--- src/rtl/controle_lote.sv ---
// controle_lote
// Batch sequencer for the bottling line. Picks a bottle from the reservoir,
// carries it under the valve, fills it, waits for the QC verdict and then
// either counts it (units/dozens) or pulses the discard gate. Every wait on
// an external input is guarded by a watchdog. Once LOTE_DUZIAS dozens are
// approved the batch is flagged complete.
//
// Ports
//   CLK            system clock, rising edge
//   reset          synchronous, active-low reset
//   start          one-cycle pulse: start / restart a batch (IDLE, FIM, FALHA)
//   repor          one-cycle pulse: one bottle added to the reservoir
//   garrafa        bottle present under the valve
//   cheia          bottle full
//   aprovado       QC verdict: approved
//   reprovado      QC verdict: rejected (wins over aprovado)
//   motor          conveyor motor command
//   valvula        fill valve command
//   descartado     discard gate, one-cycle pulse
//   alarme         arrival/fill watchdog expired
//   alarmeEstoque  reservoir empty while a bottle is needed
//   loteOk         batch complete
//   unidades       approved bottles in the current dozen (0..11)
//   duzias         completed dozens (0..LOTE_DUZIAS)
//   estoque        reservoir count (saturates at CAP_ESTOQUE)
module controle_lote #(
  parameter int unsigned LOTE_DUZIAS = 2,
  parameter int unsigned T_CHEGADA   = 100,
  parameter int unsigned T_ENCHE     = 50,
  parameter int unsigned T_CQ        = 20,
  parameter int unsigned CAP_ESTOQUE = 15
) (
  input  logic       CLK,
  input  logic       reset,
  input  logic       start,
  input  logic       repor,
  input  logic       garrafa,
  input  logic       cheia,
  input  logic       aprovado,
  input  logic       reprovado,
  output logic       motor,
  output logic       valvula,
  output logic       descartado,
  output logic       alarme,
  output logic       alarmeEstoque,
  output logic       loteOk,
  output logic [3:0] unidades,
  output logic [3:0] duzias,
  output logic [3:0] estoque
);

  typedef enum logic [3:0] {
    IDLE,
    PEGA,
    TRANSPORTE,
    ENCHE,
    CQ,
    DESCARTE,
    CONTA,
    FIM,
    FALHA,
    SEM_ESTOQUE
  } state_t;

  // Watchdog compares happen against T-1 so the state is left exactly T
  // cycles after entry (the counter reads 0 on the first edge in a state).
  localparam logic [7:0] LIM_CHEGADA = 8'(T_CHEGADA - 1);
  localparam logic [7:0] LIM_ENCHE   = 8'(T_ENCHE - 1);
  localparam logic [7:0] LIM_CQ      = 8'(T_CQ - 1);
  localparam logic [3:0] LOTE        = 4'(LOTE_DUZIAS);
  localparam logic [3:0] CAP         = 4'(CAP_ESTOQUE);

  state_t     state, stateNext;
  logic [7:0] espera;
  logic [3:0] unidadesNext, duziasNext, estoqueNext;
  logic       retira;

  // Next-state and batch counter logic. The awaited input is tested before
  // the watchdog limit so an input arriving on the last allowed cycle wins.
  always_comb begin
    stateNext    = state;
    unidadesNext = unidades;
    duziasNext   = duzias;
    retira       = 1'b0;
    case (state)
      IDLE: begin
        if (start) begin
          unidadesNext = 4'd0;
          duziasNext   = 4'd0;
          stateNext    = PEGA;
        end
      end
      PEGA: begin
        if (estoque == 4'd0) begin
          stateNext = SEM_ESTOQUE;
        end else begin
          retira    = 1'b1;
          stateNext = TRANSPORTE;
        end
      end
      TRANSPORTE: begin
        if (garrafa) stateNext = ENCHE;
        else if (espera == LIM_CHEGADA) stateNext = FALHA;
      end
      ENCHE: begin
        if (cheia) stateNext = CQ;
        else if (espera == LIM_ENCHE) stateNext = FALHA;
      end
      CQ: begin
        if (reprovado) stateNext = DESCARTE;
        else if (aprovado) stateNext = CONTA;
        else if (espera == LIM_CQ) stateNext = DESCARTE;
      end
      DESCARTE: stateNext = PEGA;
      CONTA: begin
        if (unidades == 4'd11) begin
          unidadesNext = 4'd0;
          duziasNext   = duzias + 4'd1;
          stateNext    = (duziasNext == LOTE) ? FIM : PEGA;
        end else begin
          unidadesNext = unidades + 4'd1;
          stateNext    = PEGA;
        end
      end
      FIM: begin
        if (start) begin
          unidadesNext = 4'd0;
          duziasNext   = 4'd0;
          stateNext    = PEGA;
        end
      end
      // The timed-out bottle is simply lost; counters are kept.
      FALHA: begin
        if (start) stateNext = PEGA;
      end
      SEM_ESTOQUE: begin
        if (repor) stateNext = PEGA;
      end
      default: stateNext = IDLE;
    endcase
  end

  // Reservoir arithmetic: a refill coinciding with a pick cancels out,
  // otherwise refills saturate at the capacity.
  always_comb begin
    estoqueNext = estoque;
    if (repor && retira) estoqueNext = estoque;
    else if (repor && (estoque < CAP)) estoqueNext = estoque + 4'd1;
    else if (retira) estoqueNext = estoque - 4'd1;
  end

  // Watchdog cycle counter, cleared whenever the state changes and held at
  // its maximum in states that never consult it.
  always_ff @(posedge CLK) begin
    if (!reset) espera <= 8'd0;
    else if (stateNext != state) espera <= 8'd0;
    else if (espera != 8'hFF) espera <= espera + 8'd1;
  end

  // State register plus registered Moore outputs decoded from the next
  // state, so each output settles on the same edge the state is entered.
  always_ff @(posedge CLK) begin
    if (!reset) begin
      state         <= IDLE;
      unidades      <= 4'd0;
      duzias        <= 4'd0;
      estoque       <= 4'd0;
      motor         <= 1'b0;
      valvula       <= 1'b0;
      descartado    <= 1'b0;
      alarme        <= 1'b0;
      alarmeEstoque <= 1'b0;
      loteOk        <= 1'b0;
    end else begin
      state         <= stateNext;
      unidades      <= unidadesNext;
      duzias        <= duziasNext;
      estoque       <= estoqueNext;
      motor         <= (stateNext == TRANSPORTE);
      valvula       <= (stateNext == ENCHE);
      descartado    <= (stateNext == DESCARTE);
      alarme        <= (stateNext == FALHA);
      alarmeEstoque <= (stateNext == SEM_ESTOQUE);
      loteOk        <= (stateNext == FIM);
    end
  end

endmodule

--- config.mk ---
export PLATFORM = sky130hd
export DESIGN_NAME = controle_lote
export DESIGN_NICKNAME = d
export VERILOG_FILES = /design/src/rtl/controle_lote.sv
export SDC_FILE = /design/constraint.sdc
export NUM_CORES = 1
export LEC_CHECK = 0
export CAP_MARGIN = 15
export CORE_ASPECT_RATIO = 0.5
export CORE_MARGIN = 2
export CORE_UTILIZATION = 40
export CTS_CLUSTER_SIZE = 12
export DETAILED_ROUTE_END_ITERATION = 10
export GPL_ROUTABILITY_DRIVEN = 1
export SYNTH_ARGS = -nofsm -noshare
export SYNTH_HDL_FRONTEND = slang
export SYNTH_SLANG_ARGS = --single-unit
--- constraint.sdc ---
create_clock -name CLK -period 1.9 [get_ports CLK]
set_input_delay 0.19 -clock CLK [delete_from_list [all_inputs] [get_ports CLK]]
set_output_delay 0.19 -clock CLK [all_outputs]
set_load 0.02 [all_outputs]
==> out/results.txt <==
outcome -> finished, violations left
failing checks -> setup timing
Mapped Cells -> 205
Final Cycle Share -> 106%
commonest non-fill, non-tap cell in the layout -> buf_4
row count -> 17
Die W -> 99.4 µm
worst hold path cell count -> 2
largest net degree at the start of global routing -> 13
Synth cell types -> 60
Pwr Density -> 1190 nW/µm²
DRC -> 0
crit path DAT -> 2200 ps
global-route wire length before repair -> 7.33 mm
Clock transition at path regs -> 70 ps
Ant. Diodes -> 0
Syn Nets -> 221
Post-synth EDFFs -> 0
sequential fraction of the synthesis area -> 33.0%
worst r2r dst -> espera[2]
Area contributors post-synth -> dfxtp_1 33%, ha_1 4.8%, and4bb_2 4.1%
gr usage total -> 18.5%
drt wl/cell -> 13.7 µm
Crit path largest cell delay -> 540 ps
num ports -> 26
via count -> 1798
Final Max Tran Viols -> 0
DRT antenna net count -> 0
Final Skew -> 6.15 ps
final setup violation count -> 9
startpoint types -> flop
Clock Latency Late Sink -> 290 ps
P_leak -> 1.12 nW
CTS Buffer Depth -> 2
Remaining Overflow, GRT -> 0
total number of H-tree levels -> 2
Crit. End Element -> flop
Post-Syn Area -> 1820 µm²
ys flop type -> dfxtp_1
Synth Register Bits -> 30
Final Worst Setup Slack -> -117 ps
Detailed Route WL -> 4.65 mm
CTS tree -> done
share of layout cells above drive strength 1 -> 36.2%
Vias/cell -> 5.30
Post-layout nets -> 297
Starting Density -> 41.5%
crit path kind -> flop to flop
largest fanout on the critical path -> 6
initial antenna violation count -> 0
clock buffers created by TritonCTS -> 5
CTS root buffer -> clkbuf_8
HP Start -> duzias[3]
vias in the first global route -> 1622
Max-cap violations -> 0
min cycle time layout -> 2020 ps
synthesized area per cell -> 8.88 µm²
yosys warns -> 0
RSZ-0062 raised after global routing -> yes
reg2reg path depth -> 5
1st-iter DRT viols -> 102
Overall Power -> 3.22 mW
dpl ws -> -199 ps
data required time at the worst endpoint -> 2080 ps
worst slew pin tran -> 412 ps
core area -> 4380 µm²
crit path cell chain -> or4_4, a311oi_2, a311o_2, mux2i_4, and4bb_2
flop2flop setup slack -> -120 ps
die height -> 51.7 µm
Max transition margin -> 72.1%
RR Startpoint -> estoque[1]
Async S/R FF share, synth -> 0%
Die Footprint -> 5140 µm²
port bufs -> 25
share of the synthesized area in the top cell type -> 33.0%
Min-Delay Endpoint -> duzias[3]
Syn-to-layout area delta -> 48.5%
HPWL Detailed -> 3.56 mm
Clock Sinks -> 30
Max Freq -> 496 MHz
CP max-delay cell -> or4_4
gp weighted congestion -> 0.840
final hold violation count -> 0
fin util -> 61.7%
Hold Crit Class -> flop to flop
most frequent cells in the layout -> 50 x buf_4, 25 x clkdlybuf4s50_1, 21 x dfxtp_1
Worst VDD drop -> 0.000704 V
area leader, netlist -> dfxtp_1
total iterations of the first detailed-routing run -> 4
sequential cells by signal (all words and copies together) (netlist names):
signal,count
valvula,1
alarmeEstoque,1
estoque,4
state,4
alarme,1
motor,1
descartado,1
unidades,4
espera,8
loteOk,1
duzias,4
synthesized netlist by cell type, types with 2 or more instances:
master	number
dfxtp_1	30
or2_2	2
xnor2_1	5
or4bb_1	2
and4_1	2
a21boi_0	3
nand2b_1	3
nand4_1	4
nor4b_1	2
o31ai_1	2
and3_1	2
or4b_2	2
o21ai_0	13
or4b_1	2
nand2_1	11
o21a_1	3
nor2b_1	5
and4bb_2	6
o2111ai_1	2
o211ai_1	2
buf_2	4
and3b_1	2
nor3_1	6
inv_1	9
mux2i_1	4
a31oi_1	4
ha_1	7
nand3_1	10
a21oi_1	10
nor2_1	11
and2_1	6
worst max path at each step:
stage | startpoint | to | slack (ps) | depth (start not counted)
floorplan | estoque[1] | espera[7] | -110 | 5
global placement | start | valvula | -180 | 7
detailed placement | start | valvula | -200 | 7
CTS | estoque[1] | espera[7] | -120 | 5
global route | estoque[1] | espera[5] | -210 | 5
finish | estoque[1] | espera[2] | -120 | 5
final cells by class:
cell class | instances | area [µm²]
Clock inverter | 3 | 40.0
Multi-Input combinational cell | 158 | 1230
Fill cell | 411 | 1680
Inverter | 9 | 33.8
Sequential cell | 30 | 617
Tap cell | 57 | 71.3
Timing Repair Buffer | 77 | 642
Clock buffer | 5 | 68.8
cell families (layout without fill, tap and decap cells):
family,count (synthesis),count (layout),synth area share (%)
and+or+nand+nor,89,89,32.7
xor gates and xnor gates,6,6,2.89
adders and majority gates,8,8,5.91
buffers and inverters,17,94,4.05
AOI/OAI and AO/OA,49,49,17.9
DFF,30,30,33.0
muxes,6,6,3.57
where the power goes:
| group | switching, mW | internal (mW) |
|---|---|---|
| clock network | 0.263 | 0.386 |
| logic | 0.806 | 0.948 |
| registers | 0.0724 | 0.742 |
| total | 1.14 | 2.08 |
critical path, delay by kind of cell (launching register included):
kind / cells / cell delay (ps)
and+or+nand+nor: 2 / 790
muxes: 1 / 300
DFF: 1 / 350
AOI/OAI and AO/OA: 2 / 470
metrics by stage:
| stage | instances | hold WS [ps] | area, µm² | TNS [ps] |
|---|---|---|---|---|
| after global placement | 328 | 492 | 2490 | -1270 |
| after global routing | 339 | 544 | 2700 | -1770 |
| after CTS | 337 | 518 | 2630 | -767 |
| final | 339 | 514 | 2700 | -850 |
| after detailed placement | 328 | 504 | 2490 | -1560 |
| after floorplan | 205 | 328 | 1840 | -458 |
routing by layer:
layer | global-route usage, % | wire length (µm) | vias up
met5 | 0 | 0 | -
met4 | 6.62 | 27 | 0
met3 | 4.84 | 226 | 5
met2 | 28.3 | 2050 | 31
met1 | 25.4 | 2350 | 846
li1 | - | - | 916
what timing repair did:
action,in CTS,in global routing
gates resized for setup,9,21
hold buffers,0,0
pin swaps,2,8
endpoints found under the setup margin,13,13
buffers inserted,1,2
cloned,0,0
(Power assumes the default switching activity.)
